$ cat config.mk
export PLATFORM = sky130hd
export DESIGN_NAME = proj_step
export DESIGN_NICKNAME = d
export VERILOG_FILES = /design/src/rtl/proj_step.sv
export SDC_FILE = /design/constraint.sdc
export NUM_CORES = 1
export LEC_CHECK = 0
export ABC_AREA = 1
export CAP_MARGIN = 20
export CORE_ASPECT_RATIO = 2
export CORE_MARGIN = 2
export CORE_UTILIZATION = 56
export CTS_BUF_LIST = sky130_fd_sc_hd__clkbuf_16
export DETAILED_ROUTE_END_ITERATION = 6
export PLACE_DENSITY = 0.8
export SYNTH_ARGS = -nofsm -noshare
export SYNTH_HDL_FRONTEND = slang
export SYNTH_SLANG_ARGS = --single-unit
$ cat constraint.sdc
create_clock -name clk -period 4.81 [get_ports clk]
set_input_delay 0.481 -clock clk [delete_from_list [all_inputs] [get_ports clk]]
set_output_delay 0.481 -clock clk [all_outputs]
set_load 0.02 [all_outputs]
$ cat src/rtl/proj_step.sv
// proj_step: projectile trajectory stepper for a 32x32 playfield.
// Latches launcher column and aim slope on fire. On each tick it advances the
// projectile one cell along an integer Bresenham line. It reports the live cell
// and emits a one-cycle termination pulse that carries a reason code.
// Optional feature macro: PROJ_WRAP_EN. When it is defined, side-edge crossings
// wrap the column modulo 32 instead of terminating the flight.
module proj_step #(
    parameter int MAX_STEPS = 63
) (
    input  logic       clk,
    input  logic       reset,
    input  logic       fire,
    input  logic       tick,
    input  logic [4:0] x_pos,
    input  logic [4:0] run,
    input  logic [4:0] rise,
    input  logic       dir,
    output logic [4:0] proj_x,
    output logic [4:0] proj_y,
    output logic       active,
    output logic       done,
    output logic [1:0] done_code
);

    typedef enum logic [1:0] {
        S_IDLE = 2'd0,
        S_FLY  = 2'd1,
        S_DONE = 2'd2
    } state_t;

    localparam logic [5:0] STEP_LIMIT = MAX_STEPS[5:0];
    localparam logic [1:0] CODE_TOP   = 2'b01;
    localparam logic [1:0] CODE_SIDE  = 2'b10;
    localparam logic [1:0] CODE_LIMIT = 2'b11;

    state_t     state_q, state_d;
    logic [4:0] x_q, x_d, y_q, y_d;
    logic [4:0] maj_q, maj_d, min_q, min_d;
    logic [5:0] err_q, err_d, cnt_q, cnt_d;
    logic       steep_q, steep_d, dir_q, dir_d;
    logic [1:0] code_q, code_d;

    // Launch-time slope decode
    logic [4:0] rise_eff;
    logic       launch_steep;
    logic [4:0] launch_maj, launch_min;

    // Per-step candidate computation
    logic [5:0] err_sum;
    logic       minor_step, x_step, y_step;
    logic [5:0] x_cand, y_cand;
    logic [5:0] cnt_inc;
    logic       hit_top, hit_side;

    // Slope decode and Bresenham candidate for the next step
    always_comb begin
        rise_eff     = (run == 5'd0 && rise == 5'd0) ? 5'd1 : rise;
        launch_steep = (rise_eff >= run);
        launch_maj   = launch_steep ? rise_eff : run;
        launch_min   = launch_steep ? run : rise_eff;

        // err < major <= 31 and minor <= 31, so the sum fits in 6 bits
        err_sum    = err_q + {1'b0, min_q};
        minor_step = (err_sum >= {1'b0, maj_q});
        x_step     = steep_q ? minor_step : 1'b1;
        y_step     = steep_q ? 1'b1 : minor_step;

        // Bit 5 of a candidate flags leaving the 0..31 range; bits 4:0 hold the
        // mod-32 column, which is exactly the wrapped value
        y_cand = {1'b0, y_q} + {5'd0, y_step};
        x_cand = dir_q ? ({1'b0, x_q} + {5'd0, x_step})
                       : ({1'b0, x_q} - {5'd0, x_step});
        cnt_inc = cnt_q + 6'd1;

        hit_top = y_cand[5];
`ifdef PROJ_WRAP_EN
        hit_side = 1'b0;
`else
        hit_side = x_cand[5];
`endif
    end

    // Next-state and datapath update
    always_comb begin
        state_d = state_q;
        x_d     = x_q;
        y_d     = y_q;
        maj_d   = maj_q;
        min_d   = min_q;
        err_d   = err_q;
        cnt_d   = cnt_q;
        steep_d = steep_q;
        dir_d   = dir_q;
        code_d  = code_q;

        unique case (state_q)
            S_IDLE: begin
                if (fire) begin
                    x_d     = x_pos;
                    y_d     = 5'd0;
                    cnt_d   = 6'd0;
                    dir_d   = dir;
                    steep_d = launch_steep;
                    maj_d   = launch_maj;
                    min_d   = launch_min;
                    err_d   = {2'b00, launch_maj[4:1]};
                    code_d  = 2'b00;
                    state_d = S_FLY;
                end
            end
            S_FLY: begin
                if (tick) begin
                    cnt_d = cnt_inc;
                    if (hit_top) begin
                        code_d  = CODE_TOP;
                        state_d = S_DONE;
                    end else if (hit_side) begin
                        code_d  = CODE_SIDE;
                        state_d = S_DONE;
                    end else begin
                        x_d   = x_cand[4:0];
                        y_d   = y_cand[4:0];
                        err_d = minor_step ? (err_sum - {1'b0, maj_q}) : err_sum;
                        if (cnt_inc == STEP_LIMIT) begin
                            code_d  = CODE_LIMIT;
                            state_d = S_DONE;
                        end
                    end
                end
            end
            S_DONE: begin
                state_d = S_IDLE;
            end
            default: begin
                state_d = S_IDLE;
            end
        endcase
    end

    // State and datapath registers
    always_ff @(posedge clk or negedge reset) begin
        if (!reset) begin
            state_q <= S_IDLE;
            x_q     <= 5'd0;
            y_q     <= 5'd0;
            maj_q   <= 5'd0;
            min_q   <= 5'd0;
            err_q   <= 6'd0;
            cnt_q   <= 6'd0;
            steep_q <= 1'b0;
            dir_q   <= 1'b0;
            code_q  <= 2'b00;
        end else begin
            state_q <= state_d;
            x_q     <= x_d;
            y_q     <= y_d;
            maj_q   <= maj_d;
            min_q   <= min_d;
            err_q   <= err_d;
            cnt_q   <= cnt_d;
            steep_q <= steep_d;
            dir_q   <= dir_d;
            code_q  <= code_d;
        end
    end

    assign proj_x    = x_q;
    assign proj_y    = y_q;
    assign active    = (state_q == S_FLY);
    assign done      = (state_q == S_DONE);
    assign done_code = (state_q == S_DONE) ? code_q : 2'b00;

endmodule

Word-level counts from Yosys, hierarchy flattened
Cells that the tools add are included.
- register bits: 38
- bits in latches: 0
- bits in writable memories: 0
- bits in read-only memories: 0
- input bits: 20
- output and inout bits: 14
- word-level logic and storage cells: 74
- memories kept: 0
- $add $sub $neg: 6
- $mul: 0
- div/mod/pow operators: 0
- order comparisons: 2
- eq/ne operators: 8
- shift operators: 0
- muxes and demuxes: 38
- bitwise gates (word level): 0
- reductions and logical operators: 10
- operator list (operator ; count):
    $mux 5 ; 11
    $mux 6 ; 8
    $pmux 6 s2 ; 2
    $mux 2 ; 11
    $pmux 5 s2 ; 2
    $add 5x1->6 ; 2
    $logic_not 5->1 ; 2
    $ne 2x2->1 const B ; 4
    $pmux 2 s2 ; 2
    $add 6x1->6 const B ; 1
    $add 6x5->6 ; 1
    $eq 6x6->1 const B ; 1
    $ge 6x5->1 ; 1
    $reduce_and 3->1 ; 2
    $sub 5x1->6 ; 1
    $sub 6x5->6 ; 1
    $ge 5x5->1 ; 1
    $reduce_and 5->1 ; 1
    $ne 4x1->1 const B ; 1
    $reduce_and 4->1 ; 1
    $eq 2x1->1 const B ; 1
    $eq 2x2->1 const B ; 1
    $logic_not 2->1 ; 1
    $mux 1 ; 2
    3 further kinds ; 3

Logic depth before layout (Yosys ltp)
- depth after elaboration: 9
- gate-level depth with buffers: 26

Worst setup path before layout
Ideal clock, no wire load.
- path type: register -> register
- start: reg min_q[0]
- end: reg x_q[2] (netlist: proj_x[2])
- setup time: 0.118 ns
- arrival: 3.259 ns
- path slack: 1.434 ns
- cell stages (with the launch flop): 22
- buffers on the path: 1
- clock period less this slack: 3.376 ns
- cells stage by stage: dfrtp_1 > ha_1 > inv_1 > fa_1 > o21ai_0 > xor2_1 > ha_1 > nand3_1 > o21bai_1 > a21oi_2 > nand2_1 > inv_1 > nand2_1 > ha_1 > nand3_1 > nand3b_1 > nand3_2 > nand2_4 > nand2_4 > buf_6 > nand2_1 > nand2_1
- word-level cells in the longest chain between the ends: 9
- elaborated cells between the ends (all ways): 15
- those cells by class: 4 x add/sub; 1 x order compare; 2 x eq/ne; 7 x mux; 1 x reduce/logical
- ends and longest elaborated chain (element ; line ; text):
    start, declared ; 38 ; logic [4:0] maj_q, maj_d, min_q, min_d;
    start signal, assigned ; 158 ; min_q <= min_d;
    $add 6x5->6 (*) ; 63 ; err_sum = err_q + {1'b0, min_q};
    $ge 6x5->1 (*) ; 64 ; minor_step = (err_sum >= {1'b0, maj_q});
    $mux 1 ; 65 ; x_step = steep_q ? minor_step : 1'b1;
    $sub 5x1->6 or $add 5x1->6 (tied branches) ; 72, 71 ;
    $mux 6 ; 71 ; x_cand = dir_q ? ({1'b0, x_q} + {5'd0, x_step})
    $mux 5 ; 117 ; end else if (hit_side) begin
    $mux 5 ; 114 ; if (hit_top) begin
    $mux 5 ; 112 ; if (tick) begin
    $pmux 5 s2 ; 96 ; unique case (state_q)
    end signal, assigned ; 144 ; x_q <= 5'd0;
    end signal, assigned ; 155 ; x_q <= x_d;
    end, declared ; 37 ; logic [4:0] x_q, x_d, y_q, y_d;
Mark *: on every way between the ends. The rest lies on a longest branch, timed or not. The select of a mux whose other input is x is not followed.
A chain may end at the register's enable or synchronous reset.

Worst setup path after layout
- start: reg err_q[0]
- end: reg x_q[0] (netlist: proj_x[0])
- word-level cells in the longest chain between the ends: 9
- elaborated cells between the ends (all ways): 15
- those cells by class: 4 x add/sub; 1 x order compare; 2 x eq/ne; 7 x mux; 1 x reduce/logical
- ends and longest elaborated chain (element ; line ; text):
    start, declared ; 39 ; logic [5:0] err_q, err_d, cnt_q, cnt_d;
    start signal, assigned ; 159 ; err_q <= err_d;
    $add 6x5->6 (*) ; 63 ;
    $ge 6x5->1 (*) ; 64 ;
    $mux 1 ; 65 ;
    $sub 5x1->6 or $add 5x1->6 (tied branches) ; 72, 71 ;
    $mux 6 ; 71 ;
    $mux 5 ; 117 ;
    $mux 5 ; 114 ;
    $mux 5 ; 112 ;
    $pmux 5 s2 ; 96 ;
Marked as above.

==> impl_results.md <==
* Vias per cell at 5.59
* Seq/Total Area, Yosys at 34.1%
* Clock root cell: clkbuf_16
* Crit path required time at 4980 ps
* Number of top-level pins at 34
* Worst-Skew Late Latency at 280 ps
* Longest Clk Path Bufs at 2
* Reg2Reg Depth at 20
* Syn Area/Cell at 7.21 um^2
* RR Endpoint: proj_x[0]
* Starting Density at 57.9%
* Final period util at 84.4%
* GRT Total Usage at 28.2%
* Final Max Tran Viols at 0
* CP cell instances: ha_1 > inv_1 > fa_1 > o21ai_0 > xor2_1 > ha_1 > nand3_1 > o21bai_1 > a21oi_2 > nand2_1 > inv_1 > nand2_1 > ha_1 > nand3_1 > nand3b_1 > nand3_2 > nand2_4 > nand2_4 > nand2_1 > nand2_1
* Most frequent cells in the layout: nand2_1 (111), inv_1 (49), dfrtp_1 (38)
* Nets at 461
* Post-DP HPWL at 5.60 mm
* Final routed DRC violation total at 0
* PortBufs at 33
* TritonCTS clock tree: built
* Mapped cell area at 0.00279 mm^2
* Post-CTS Resized at 0
* Buffers plus inverters on the worst setup path at 2
* HP Class: in2async
* Multi-input gate area at 0.00160 mm^2
* EDFF count, synth at 0
* Gpl congestion at 1.02
* Fill cells at 424
* CP most frequent cell: nand2_1
* Total of max-cap violations at 0
* Final min period at 4060 ps
* Worst slew pin tran at 866 ps
* Reg area at 951 um^2
* Status: finished clean
* Vias at 2655
* Max stage delay on crit path at 410 ps
* Fmax at 0.246 GHz
* H-tree depth at 2
* Clock-pin slew on the worst setup and hold paths at 50 ps
* Core Area at 0.00482 mm^2
* Sink Count at 38
* Hold bufs inserted after CTS at 0
* Drt first pass iters at 4
* Syn Nets at 430
* Slowest stage cell, crit path: fa_1
* Crit end category: flip-flop
* Initial antenna violation count at 0
* Post-synth top flop: dfrtp_1
* CP arrival at 4220 ps
* Synthesis warning total at 0
* Die width at 53.9 um
* DIE HEIGHT at 104 um
* Crit path kind: reg2reg
* Num CTS Buffers at 5
* Final setup vio count at 0
* Post-CTS Setup Inserts at 0
* Die area at 0.00560 mm^2
* Largest net degree at the start of global routing at 39
* Final Hold Fails at 0
* Unique masters post-synth at 39
* DRT iter0 DRCs at 56
* Cell row count at 36
* Total gr overflow at 0
* Vias in the first global route at 2653
* First-pass GRT wire length at 11.6 mm
* Largest delay contributor family on the critical path: simple AND/OR/NAND/NOR gates
* Reg2Reg Setup Slack at 750 ps
* Final antenna-violating net count at 0
* Commonest non-fill, non-tap cell in the layout: nand2_1
* Worst Skew at 4.75 ps
* CP startpoint kind: flip-flop
* Total Wirelength at 7.07 mm
* Crit path max fanout at 17
* Ratio of cells with drive above 1 in the final layout at 5.26%
* Synth Instances at 387
* RSZ-0062 raised after global routing: false
* Slew Limit Headroom at 42.3%
* Ys async rst share at 100%
* Area grow syn2layout at 17.8%
* Setup Total Neg Slack at 0 ps
* Antenna diode count at 0
* WL per Instance at 14.9 um
* Critical R2R Launch: err_q[0]
* Flops & latches, synth at 38
==> Yosys cell counts, types with 3 or more instances <==
master / n / area share (%)
xor2_1: 8 / 2.5
nor2_1: 22 / 3.0
nand3_1: 35 / 6.3
nand2_4: 3 / 1.2
o22ai_1: 4 / 0.90
ha_1: 21 / 9.4
nand4_1: 4 / 0.90
xnor2_1: 4 / 1.3
inv_1: 47 / 6.3
nor3_1: 3 / 0.54
o21ai_0: 32 / 5.7
a21oi_1: 12 / 2.2
clkbuf_1: 10 / 1.3
dfrtp_1: 38 / 34
nand2_1: 111 / 15
==> kinds of logic after synthesis <==
group / Yosys count / synth area share, %
and+or+nand+nor: 192 / 30.7
buffers and inverters: 62 / 8.74
AOI/OAI and AO/OA: 60 / 11.8
DFF: 38 / 34.1
adders and majority gates: 23 / 10.9
xor gates and xnor gates: 12 / 3.77
==> worst max-delay path by stage <==
stage                   from        end  slack, ps  depth (start not counted)
finish              err_q[0]  proj_x[0]        750                         20
global route        err_q[0]  code_q[0]        430                         22
CTS                 err_q[0]  proj_x[0]        780                         20
detailed placement  err_q[0]  proj_x[0]        810                         20
global placement    err_q[0]  proj_x[0]        950                         20
floorplan           min_q[0]  proj_x[2]       1430                         21
==> worst reg2reg max path: stages, from the launching register on <==
cell and delay, ps:
dfrtp_1 370, ha_1 210, inv_1 60, fa_1 410, o21ai_0 230, xor2_1 380
ha_1 370, nand3_1 100, o21bai_1 80, a21oi_2 190, nand2_1 210, inv_1 160
nand2_1 70, ha_1 200, nand3_1 100, nand3b_1 200, nand3_2 110, nand2_4 190
nand2_4 170, nand2_1 100, nand2_1 60
==> registers in the layout, summed over array words and instances (netlist names) <==
name     flops
err_q        6
dir_q        1
proj_x       5
min_q        5
state_q      2
cnt_q        6
maj_q        5
steep_q      1
proj_y       5
code_q       2
==> layout make-up <==
type	instances	area share, %
multi-input combinational	287	48.6
inverter	50	5.71
clock buffer	5	3.81
tap	57	2.17
sequential	38	28.9
clock inverter	2	0.228
timing repair buffer	36	10.6
==> layer usage <==
| metal | up-vias | global-route usage [%] | share of wire [%] |
|---|---|---|---|
| met1 | 1241 | 26.0 | 34 |
| met5 | - | 0 | 0 |
| met2 | 66 | 51.4 | 57 |
| met4 | 0 | 19.0 | 5.6 |
| met3 | 25 | 4.03 | 2.8 |
| li1 | 1323 | - | - |
==> metrics by stage <==
stage	utilization, %	hold slack (ps)	instances	worst slack (ps)	cell area (um^2)
final	68.2	309	475	751	3290
after global routing	68.2	380	475	427	3290
after CTS	68.2	333	475	777	3290
after detailed placement	65.4	456	468	815	3150
after global placement	65.4	447	468	954	3150
after floorplan	-	185	387	1430	2790
Power is left out: the tool's default activity adds up to more than one toggle a clock period on the data nets, which glitch-free logic cannot reach.
==> edit, RTL diff (config.mk and constraints unchanged) <==
Put a register stage on the outputs `active`, `done` and `done_code`, cleared by the reset. The values now appear one clock later. The other outputs are not delayed to match.
--- a/src/rtl/proj_step.sv
+++ b/src/rtl/proj_step.sv
@@ -167,7 +167,15 @@
     assign proj_x    = x_q;
     assign proj_y    = y_q;
-    assign active    = (state_q == S_FLY);
-    assign done      = (state_q == S_DONE);
-    assign done_code = (state_q == S_DONE) ? code_q : 2'b00;
+    always_ff @(posedge clk or negedge reset) begin
+        if (!reset) begin
+            active    <= '0;
+            done      <= '0;
+            done_code <= '0;
+        end else begin
+            active    <= (state_q == S_FLY);
+            done      <= (state_q == S_DONE);
+            done_code <= (state_q == S_DONE) ? code_q : 2'b00;
+        end
+    end
 
 endmodule
Check against the original RTL: not equivalent (a bounded check fails within 4 cycles, from zero or initial values and one cycle with reset low).
==> edit against the unedited design <==
Maximum frequency rose by 0.60%. Cell area rose by 5.5%. Clock skew rose by 1.1 ps. Synthesized cell count shrank 1.8%. Worst setup slack improved by 24 ps. Routed wire length increased by 1.1%. Area after synthesis is 5.6% higher. Sequential cell count increased by 4. Critical path type unchanged. Critical endpoint is now err_q[2]. Largest cell class unchanged.
Power is left out: the tool's default activity adds up to more than one toggle a clock period on the data nets, which glitch-free logic cannot reach.
==> edit: results (changes against the unedited design) <==
Routing
  – DR WL met3: 279 um (was 201 um)
  – Met1 WL: 2.333 mm (was 2.431 mm)
  – Routed length on met2: 4.146 mm (was 4.042 mm)
  – Wire per inst: 15.25 um (was 14.89 um)
  – 1st-iter DRT viols: 72 (was 56)
  – Vias/cell: 5.672 (was 5.589)

Final layout
  – Seq cells: 42 (was 38)
  – Nets: 453 (was 461)
  – Comb_multi_in: 275 (was 287)
  – Seq area share: 30.31% (was 28.94%)
  – Non-clk bufs: 35 (was 36)
  – Non-Clock Inverter Count: 51 (was 50)
  – Clk cell area share: 4.800% (was 4.037%)
  – Multi-input combinational area share: 47.46% (was 48.55%)
  – Data buffer area share: 9.816% (was 10.59%)
  – Final cell count without fillers: 469 (was 475)
  – Fill cells: 420 (was 424)
  – Layout cells sized above 1: 9.976% (was 5.263%)

Placed design
  – Gpl congestion: 0.9046 (was 1.025)
  – Inst Count DP: 461 (was 468)
  – # port buffers: 33 (unchanged)
  – Hpwl dp: 5.556 mm (was 5.599 mm)

Global route
  – Vias in the first global route: 2,777 (was 2,653)
  – First-pass GRT wire length: 12.26 mm (was 11.63 mm)
  – GR Layer Usage met3: 4.015% (was 4.035%)
  – Met2 Use GR: 51.45% (was 51.39%)
  – Largest net degree at the start of global routing: 43 (was 39)
  – Total GRT Usage: 26.35% (was 28.21%)
  – Met1 Use GR: 23.10% (was 26.04%)

STA
  – Hold slack: 344.7 ps (was 309.4 ps)
  – Final Skew: 5.867 ps (was 4.752 ps)
  – Worst slew pin tran: 951.0 ps (was 865.9 ps)

Worst setup path
  – Critical Path AT: 4270 ps (was 4220 ps)
  – Worst-case reg-to-reg path depth: 22 (was 20)
  – CP peak stage delay: 420 ps
  – Crit-path max FO: 19 (was 17)
  – Reg2Reg Capture Point: err_q[2] (was proj_x[0])
  – Flop-to-flop setup slack: 770 ps (was 750 ps)

Yosys
  – Library cells used by synthesis: 38 (was 39)
  – Top cells by area, synth: dfrtp_1, nand2_1, ha_1 (unchanged)
  – Commonest cells in the netlist: nand2_1, inv_1, dfrtp_1, nand3_1, o21ai_0 (unchanged)
  – Sequential area share after synthesis: 35.68% (was 34.08%)
  – Syn Nets: 423 (was 430)
  – Post-Syn Area per Cell: 7.751 sq um (was 7.210 sq um)

CTS
  – CTS Root Cell: clkbuf_16 (unchanged)

Run status
  – Status: completed (unchanged)
==> edit: changes by cell type after synthesis, sizes merged, moves of 2 or more <==
cell / delta
nand3: +6
inv: +2
nor2: -2
dfrtp: +4
nand2: -14
or2: -2
xor2: +2
==> edit: metrics by stage <==
stage	utilization, %	cell area (sq um)	setup WS, ps
4_1_cts	68.08	3467	763.0
6_report	68.08	3467	774.7
5_1_grt	68.08	3467	369.2
3_5_place_dp	64.82	3301	787.0
2_1_floorplan	-	2945	1434
3_3_place_gp	64.82	3301	941.5
==> edit: kinds of logic after synthesis <==
| group | after synthesis | share of synthesized area, % |
|---|---|---|
| and+or+nand+nor | 180 | 30.29 |
| buffers and inverters | 63 | 8.453 |
| AOI/OAI and AO/OA | 58 | 11.13 |
| DFF | 42 | 35.68 |
| adders and majority gates | 23 | 10.28 |
| xor gates and xnor gates | 14 | 4.163 |
